$ cat src/rtl/alu_core_if.sv
// alu_core_if: operand/result bundle for the 64-bit single-cycle ALU.
//   master : drives in_valid, alu_control, rs1, rs2; receives rd, alu_zero, out_valid
//   slave  : the ALU side (receives operands, drives the registered result)
interface alu_core_if;
  logic        in_valid;
  logic [3:0]  alu_control;
  logic [63:0] rs1;
  logic [63:0] rs2;
  logic [63:0] rd;
  logic        alu_zero;
  logic        out_valid;

  modport master (
    output in_valid, alu_control, rs1, rs2,
    input  rd, alu_zero, out_valid
  );

  modport slave (
    input  in_valid, alu_control, rs1, rs2,
    output rd, alu_zero, out_valid
  );
endinterface

$ cat src/rtl/alu_core.sv
// alu_core: 64-bit ALU with a registered result and one-cycle latency.
// Ports:
//   clk   - sole clock, rising edge
//   rst_n - asynchronous active-low reset (rd=0, out_valid=0, alu_zero=1)
//   bus   - alu_core_if.slave: in_valid/alu_control/rs1/rs2 in, rd/alu_zero/out_valid out
module alu_core (
  input  logic       clk,
  input  logic       rst_n,
  alu_core_if.slave  bus
);

  localparam logic [3:0] OpAnd  = 4'b0000;
  localparam logic [3:0] OpOr   = 4'b0001;
  localparam logic [3:0] OpAdd  = 4'b0010;
  localparam logic [3:0] OpXor  = 4'b0011;
  localparam logic [3:0] OpSll  = 4'b0100;
  localparam logic [3:0] OpSrl  = 4'b0101;
  localparam logic [3:0] OpSub  = 4'b0110;
  localparam logic [3:0] OpSra  = 4'b0111;
  localparam logic [3:0] OpSlt  = 4'b1000;
  localparam logic [3:0] OpSltu = 4'b1001;
  localparam logic [3:0] OpNor  = 4'b1100;

  logic [63:0] result;
  logic [5:0]  shamt;
  logic [63:0] rd_q, rd_d;
  logic        out_valid_q, out_valid_d;

  assign shamt = bus.rs2[5:0];

  always_comb begin
    result = '0;
    case (bus.alu_control)
      OpAnd:  result = bus.rs1 & bus.rs2;
      OpOr:   result = bus.rs1 | bus.rs2;
      OpAdd:  result = bus.rs1 + bus.rs2;   // carry-out dropped
      OpSub:  result = bus.rs1 - bus.rs2;   // borrow dropped
      OpXor:  result = bus.rs1 ^ bus.rs2;
      OpNor:  result = ~(bus.rs1 | bus.rs2);
      OpSll:  result = bus.rs1 << shamt;
      OpSrl:  result = bus.rs1 >> shamt;
      OpSra:  result = $unsigned($signed(bus.rs1) >>> shamt);
      OpSlt:  result = {63'd0, $signed(bus.rs1) < $signed(bus.rs2)};
      OpSltu: result = {63'd0, bus.rs1 < bus.rs2};
      default: result = '0;                 // unlisted opcodes yield zero
    endcase
  end

  // rd holds its value on idle cycles; out_valid pulses once per accepted op.
  always_comb begin
    rd_d        = rd_q;
    out_valid_d = bus.in_valid;
    if (bus.in_valid) begin
      rd_d = result;
    end
  end

  always_ff @(posedge clk or negedge rst_n) begin
    if (!rst_n) begin
      rd_q        <= '0;
      out_valid_q <= 1'b0;
    end else begin
      rd_q        <= rd_d;
      out_valid_q <= out_valid_d;
    end
  end

  assign bus.rd        = rd_q;
  assign bus.out_valid = out_valid_q;
  // Derived from the register so it always tracks rd, including during reset.
  assign bus.alu_zero  = (rd_q == 64'd0);

endmodule

$ cat src/flat_wrapper.sv
// flat-port wrapper written by rule: the top's interface ports become plain ports
module alu_core_flat 
  (clk, rst_n, bus_in_valid, bus_alu_control, bus_rs1, bus_rs2, bus_rd, bus_alu_zero, bus_out_valid);
  alu_core_if bus_i ();
  input  logic clk;
  input  logic rst_n;
  input wire logic [$bits(bus_i.in_valid)-1:0] bus_in_valid;
  input wire logic [$bits(bus_i.alu_control)-1:0] bus_alu_control;
  input wire logic [$bits(bus_i.rs1)-1:0] bus_rs1;
  input wire logic [$bits(bus_i.rs2)-1:0] bus_rs2;
  output wire logic [$bits(bus_i.rd)-1:0] bus_rd;
  output wire logic [$bits(bus_i.alu_zero)-1:0] bus_alu_zero;
  output wire logic [$bits(bus_i.out_valid)-1:0] bus_out_valid;
  assign bus_i.in_valid = bus_in_valid;
  assign bus_i.alu_control = bus_alu_control;
  assign bus_i.rs1 = bus_rs1;
  assign bus_i.rs2 = bus_rs2;
  assign bus_rd = bus_i.rd;
  assign bus_alu_zero = bus_i.alu_zero;
  assign bus_out_valid = bus_i.out_valid;
  alu_core u_core (.clk(clk), .rst_n(rst_n), .bus(bus_i));
endmodule
$ cat config.mk
export PLATFORM = sky130hd
export DESIGN_NAME = alu_core_flat
export DESIGN_NICKNAME = d
export VERILOG_FILES = /design/src/rtl/alu_core_if.sv /design/src/rtl/alu_core.sv /design/src/flat_wrapper.sv
export SDC_FILE = /design/constraint.sdc
export NUM_CORES = 1
export LEC_CHECK = 0
export BUFFER_PORTS_ARGS = -buffer_cell sky130_fd_sc_hd__buf_2
export CORE_AREA = 2 2 184 367
export CTS_CLUSTER_SIZE = 10
export DETAILED_ROUTE_END_ITERATION = 10
export DIE_AREA = 0 0 186 369
export SLEW_MARGIN = 0
export SYNTH_ARGS = -nofsm -noshare
export SYNTH_HDL_FRONTEND = slang
export SYNTH_SLANG_ARGS = --single-unit
$ cat constraint.sdc
create_clock -name clk -period 1.8 [get_ports clk]
set_input_delay 0.18 -clock clk [delete_from_list [all_inputs] [get_ports clk]]
set_output_delay 0.18 -clock clk [all_outputs]
set_load 0.05 [all_outputs]
==> results of run 1 <==
==> Yosys cell counts (27+ instances only) <==
cell type | instances | area [um^2]
o211ai_1 | 55 | 413
a211oi_1 | 55 | 413
dfrtp_1 | 65 | 1630
inv_1 | 209 | 785
a221oi_1 | 65 | 569
buf_1 | 27 | 101
ha_1 | 197 | 2460
mux4_2 | 109 | 2450
nand4_1 | 51 | 319
nor3_1 | 53 | 265
buf_2 | 51 | 255
a21o_1 | 39 | 293
nor4_1 | 56 | 350
nand3_1 | 65 | 325
nor2_1 | 388 | 1460
mux2_2 | 47 | 529
o221ai_1 | 36 | 315
o21ai_0 | 199 | 996
a31oi_1 | 42 | 263
o31ai_1 | 35 | 263
mux2i_1 | 110 | 1100
nand2_1 | 291 | 1090
a21oi_1 | 339 | 1700
clkbuf_1 | 159 | 597
nor2b_1 | 34 | 213
xnor2_1 | 31 | 272
o21bai_1 | 35 | 263
==> cells by family after synthesis <==
family	after synthesis	share of synthesized area [%]
AND/OR/NAND/NOR	1026	20.2
adder cells (fa/ha/maj)	199	10.9
XOR/XNOR	32	1.22
multiplexers	268	18.1
flip-flops	65	7.10
AO/OA/AOI/OAI	1169	33.9
buffers and inverters	469	8.54
==> repair_timing <==
| action | 4_1_cts |
|---|---|
| resized for setup | 540 |
| gates cloned | 2 |
| setup buffers | 57 |
| hold endpoints to repair | 25 |
| endpoints found under the setup margin | 65 |
| pin swaps | 135 |
| hold buffers | 1 |
==> stage by stage <==
step           setup TNS [ps]  util (%)
2_1_floorplan          -73510         -
3_3_place_gp           -96280      54.1
3_5_place_dp           -96860      54.1
4_1_cts                -59930      59.1
==> metal layers <==
layer / GRT usage [%] / overflow
met5: 3.33 / 0
met4: 66.9 / 3
met3: 31.7 / 0
met2: 86.5 / 2
met1: 57.0 / 0
==> impl_metrics.toml, run 1 <==
[floorplanning]
num_rows = 133
dieWidth_um = 186
die_h_um = 369
initial_utilization_pct = 34.9
io_pins = 201

[global_route]
grt_pass1_vias = 38700
grt_max_degree = 92
grt_overflow = 5
grt_pass1_wl_mm = 287
grtUsageTotal_pct = 60.1

[logic_synthesis]
yosysSeqAreaShare_pct = 7.10
syn-instance-count = 3228
synth_edf_count = 0
synth_ff_type = "dfrtp_1"
ys_seq_elements = 65
netlist_area_um2 = 22900
yosysUniqueCellTypes = 92
yosysWarnings = 0
async_flop_share_pct = 100
synth_nets = 3562
avgSynthCellArea_um2 = 7.10

[clock_network]
cts_buffer_depth = 2
htree_num_levels = 3
cts-root-buf = "clkbuf_16"
cts_buffers = 9
cts.sinks = 65

[status]
tool.error = "[ERROR GRT-0116] Global routing finished with congestion. Check the congestion regions in the DRC Viewer."
haltStage = "global routing (5_1_grt)"
outcome = "did not finish"

[placed_design]
place_area_um2 = 35500
pre_cts_ws_ps = -1940
dp.cells = 5508
portBuffers = 200
place.gp.congestion = 1.15
dpl.hpwl_mm = 160
==> inputs of run 2 (changes only) <==
--- a/config.mk
+++ b/config.mk
@@ -6,10 +6,10 @@
 export NUM_CORES = 1
 export LEC_CHECK = 0
 export BUFFER_PORTS_ARGS = -buffer_cell sky130_fd_sc_hd__buf_2
-export CORE_AREA = 2 2 184 367
-export CTS_CLUSTER_SIZE = 10
+export CORE_AREA = 2 2 342 344
 export DETAILED_ROUTE_END_ITERATION = 10
-export DIE_AREA = 0 0 186 369
+export DIE_AREA = 0 0 344 346
+export PLACE_DENSITY_LB_ADDON = 0.15
 export SLEW_MARGIN = 0
 export SYNTH_ARGS = -nofsm -noshare
 export SYNTH_HDL_FRONTEND = slang
==> constraint.sdc (replaced) <==
create_clock -name clk -period 2.34 [get_ports clk]
set_input_delay 0.234 -clock clk [delete_from_list [all_inputs] [get_ports clk]]
set_output_delay 0.234 -clock clk [all_outputs]
set_load 0.05 [all_outputs]
==> run 2 against run 1 <==
Compared with the run above: the flow now finishes, with violations (negative setup slack); synthesized cell count stayed put; area after synthesis stayed put.
==> impl_metrics.toml, run 2 <==
[routing]
vias = 34300
viasPerCell = 5.51
first_iter_violations = 3359
wire_per_inst_um = 31.0
firstDrtPassIters = 8
remaining_drc_errors = 0
ant_nets = 0
wl_mm = 194

[logic_synthesis]
synthTopCellsByArea = "ha_1 (11%), mux4_2 (11%), a21oi_1 (7.4%), dfrtp_1 (7.1%), nor2_1 (6.4%)"
yosysWarnings = 0
async_flop_share_pct = 100
ys_seq_elements = 65
synth_nets = 3562
yosys.area.top_type = "ha_1"
synth_ff_type = "dfrtp_1"
yosys-top-cells-count = "nor2_1 (388), a21oi_1 (339), nand2_1 (291)"
synth_edf_count = 0
synth_top_area_share_pct = 10.8
syn-instance-count = 3228
avgSynthCellArea_um2 = 7.10
synth.most_common_cell = "nor2_1"
netlist_area_um2 = 22900
yosysUniqueCellTypes = 92
yosysSeqAreaShare_pct = 7.10

[setup_path]
cpMostUsedCell = "a31o_4"
slowest_delay_ps = 560
rrSetupSlack_ps = 40
worstReg2RegStart = "u_core.bus.rd[41]$_DFFE_PN0P_"
cp_top_family = "compound AO/OA/AOI/OAI gates"
cp-start-kind = "input port"
cp-startpoint = "bus_rs2[0]"
r2r_end = "u_core.bus.rd[41]$_DFFE_PN0P_"
crit_type = "input port to flop"
reg2reg_depth = 10
path_buf_inv = 2
worst_setup_path_end_kind = "flop"
slowest_stage = "a2111o_1"
endpoint = "u_core.bus.rd[50]$_DFFE_PN0P_"
crit_cells = 14
arrival_ps = 3390
worstPathCellList = "clkbuf_16 > buf_12 > ha_4 > fa_2 > a21o_1 > a31o_4 > a31o_4 > a2111o_1 > o21a_1 > a21oi_4 > o21ai_1 > nor3_2 > nor4b_2 > a211o_1"
worstPathMaxFanout = 5
required_ps = 2630

[floorplanning]
coreArea_um2 = 115000
initial_utilization_pct = 19.9
io_pins = 201
num_rows = 125
die_h_um = 346
dieWidth_um = 344
die_area_um2 = 119000

[global_route]
grt_pass1_vias = 33600
grt_max_degree = 114
grt_overflow = 0
grtUsageTotal_pct = 31.4
grt_pass1_wl_mm = 265
antenna_found_initial = 13

[clock_network]
cts-root-buf = "clkbuf_16"
cts_tree = "done"
cts.sinks = 65
clock_latency_ps = 390
cts_buffers = 9
cts_buffer_depth = 2
htree_num_levels = 3
path_clk_slew_ps = 70

[sta]
finalHoldViolations = 0
timing.final.crit_share_pct = 132
rsz0062_at_grt = "true"
relSlewSlack_pct = 42.8
fmax_mhz = 323
finalSetupViolCount = 65
finClkSkew_ps = 0
fin_crit_ps = 3100
tightest_slew_ps = 858
finalSetupTns_ps = -32470
layout_setup_ws_ps = -760
slew_violations = 0

[power_and_ir_drop]
p_leak_uw = 0.0186
p_per_area_nw_per_um2 = 372
ir_worst_vdd_mv = 0.393

[finish]
syn_to_final_growth_pct = 83.9
layout_commonest_cell = "buf_4"
largest_reg_flops = 64
fin_area_um2 = 42200
final_cell_mix = "buf_4 (1350), nor2_1 (343), nand2_1 (276), a21oi_1 (246), inv_1 (183)"
drive_gt1_share_pct = 52.9
nets = 5040

[placed_design]
portBuffers = 200
place_area_um2 = 36100
dpl.hpwl_mm = 160
place.gp.congestion = 1.01
pre_cts_ws_ps = -1530

[job]
maxCapViolCount = 0

[status]
outcome = "finished with violations"
violations = "negative setup slack"

[min_path]
hold_class = "input port to flop"
[run 2: worst register-to-register path, stage by stage, from the launching register on]
cell,delay (ps)
dfrtp_1,380
nor2b_1,190
a21oi_1,140
o2111ai_1,220
a21oi_1,200
buf_4,150
o221ai_1,160
a221oi_2,360
buf_4,180
o21ai_1,50
o22a_1,170
[run 2: metal layers]
layer,global-route usage (%),vias to the layer above,routed length (um)
li1,-,15200,-
met1,40.0,17100,78000
met2,48.0,1639,84500
met3,4.11,432,13000
met4,24.0,4,18100
met5,0,-,34
[run 2: logic make-up (layout without fill, tap and decap cells)]
kind of cell	after synthesis	after routing	share of synthesized area [%]
AO/OA/AOI/OAI	1169	1169	33.9
AND/OR/NAND/NOR	1026	1026	20.2
buffers and inverters	469	1952	8.54
multiplexers	268	268	18.1
adder cells (fa/ha/maj)	199	199	10.9
flip-flops	65	65	7.10
XOR/XNOR	32	32	1.22
other	0	3	0
[run 2: worst min path at each step]
| stage | startpoint | slack, ps | end | cells after the start |
|---|---|---|---|---|
| finish | bus_in_valid | 290 | u_core.bus.out_valid$_DFF_PN0_ | 2 |
| global route | bus_in_valid | 260 | u_core.bus.out_valid$_DFF_PN0_ | 2 |
| CTS | bus_in_valid | 250 | u_core.bus.out_valid$_DFF_PN0_ | 2 |
| detailed placement | rst_n | 330 | u_core.bus.out_valid$_DFF_PN0_ | 1 |
| global placement | rst_n | 330 | u_core.bus.out_valid$_DFF_PN0_ | 1 |
| floorplan | rst_n | -60 | u_core.bus.out_valid$_DFF_PN0_ | 0 |
[run 2: area by class of cell]
class / instances / area, um^2
tap: 1524 / 1910
sequential: 65 / 1630
inverter: 212 / 857
clock inverter: 6 / 115
timing repair buffer: 1724 / 14000
multi-input combinational: 2694 / 23400
fill: 12400 / 73300
clock buffer: 10 / 239
antenna: 3 / 7.51
[run 2: where the power goes]
| group | total, uW | switching [uW] | internal [uW] | leakage (uW) |
|---|---|---|---|---|
| logic | 12400 | 7010 | 5370 | 0.0176 |
| clock network | 1810 | 734 | 1070 | 0.000169 |
| registers | 1500 | 230 | 1270 | 0.000843 |
| total | 15700 | 7970 | 7720 | 0.0186 |
[run 2: timing repair]
item,4_1_cts,5_1_grt
resized for setup,685,263
setup buffers,87,73
cloned,10,0
endpoints found under the hold margin,38,0
hold buffers,1,0
endpoints found under the setup margin,65,65
pin swaps,206,199
[run 2: through the flow]
stage | util (%) | power [uW] | hold slack, ps | cells
2_1_floorplan | - | 5970 | -61.6 | 3228
6_report | 36.5 | 15700 | 293 | 6238
3_3_place_gp | 31.3 | 11900 | 330 | 6089
5_1_grt | 36.5 | 16200 | 259 | 6235
4_1_cts | 35.1 | 14900 | 254 | 6185
3_5_place_dp | 31.3 | 11800 | 334 | 6089
No activity file was read; power rests on OpenSTA's default activity.
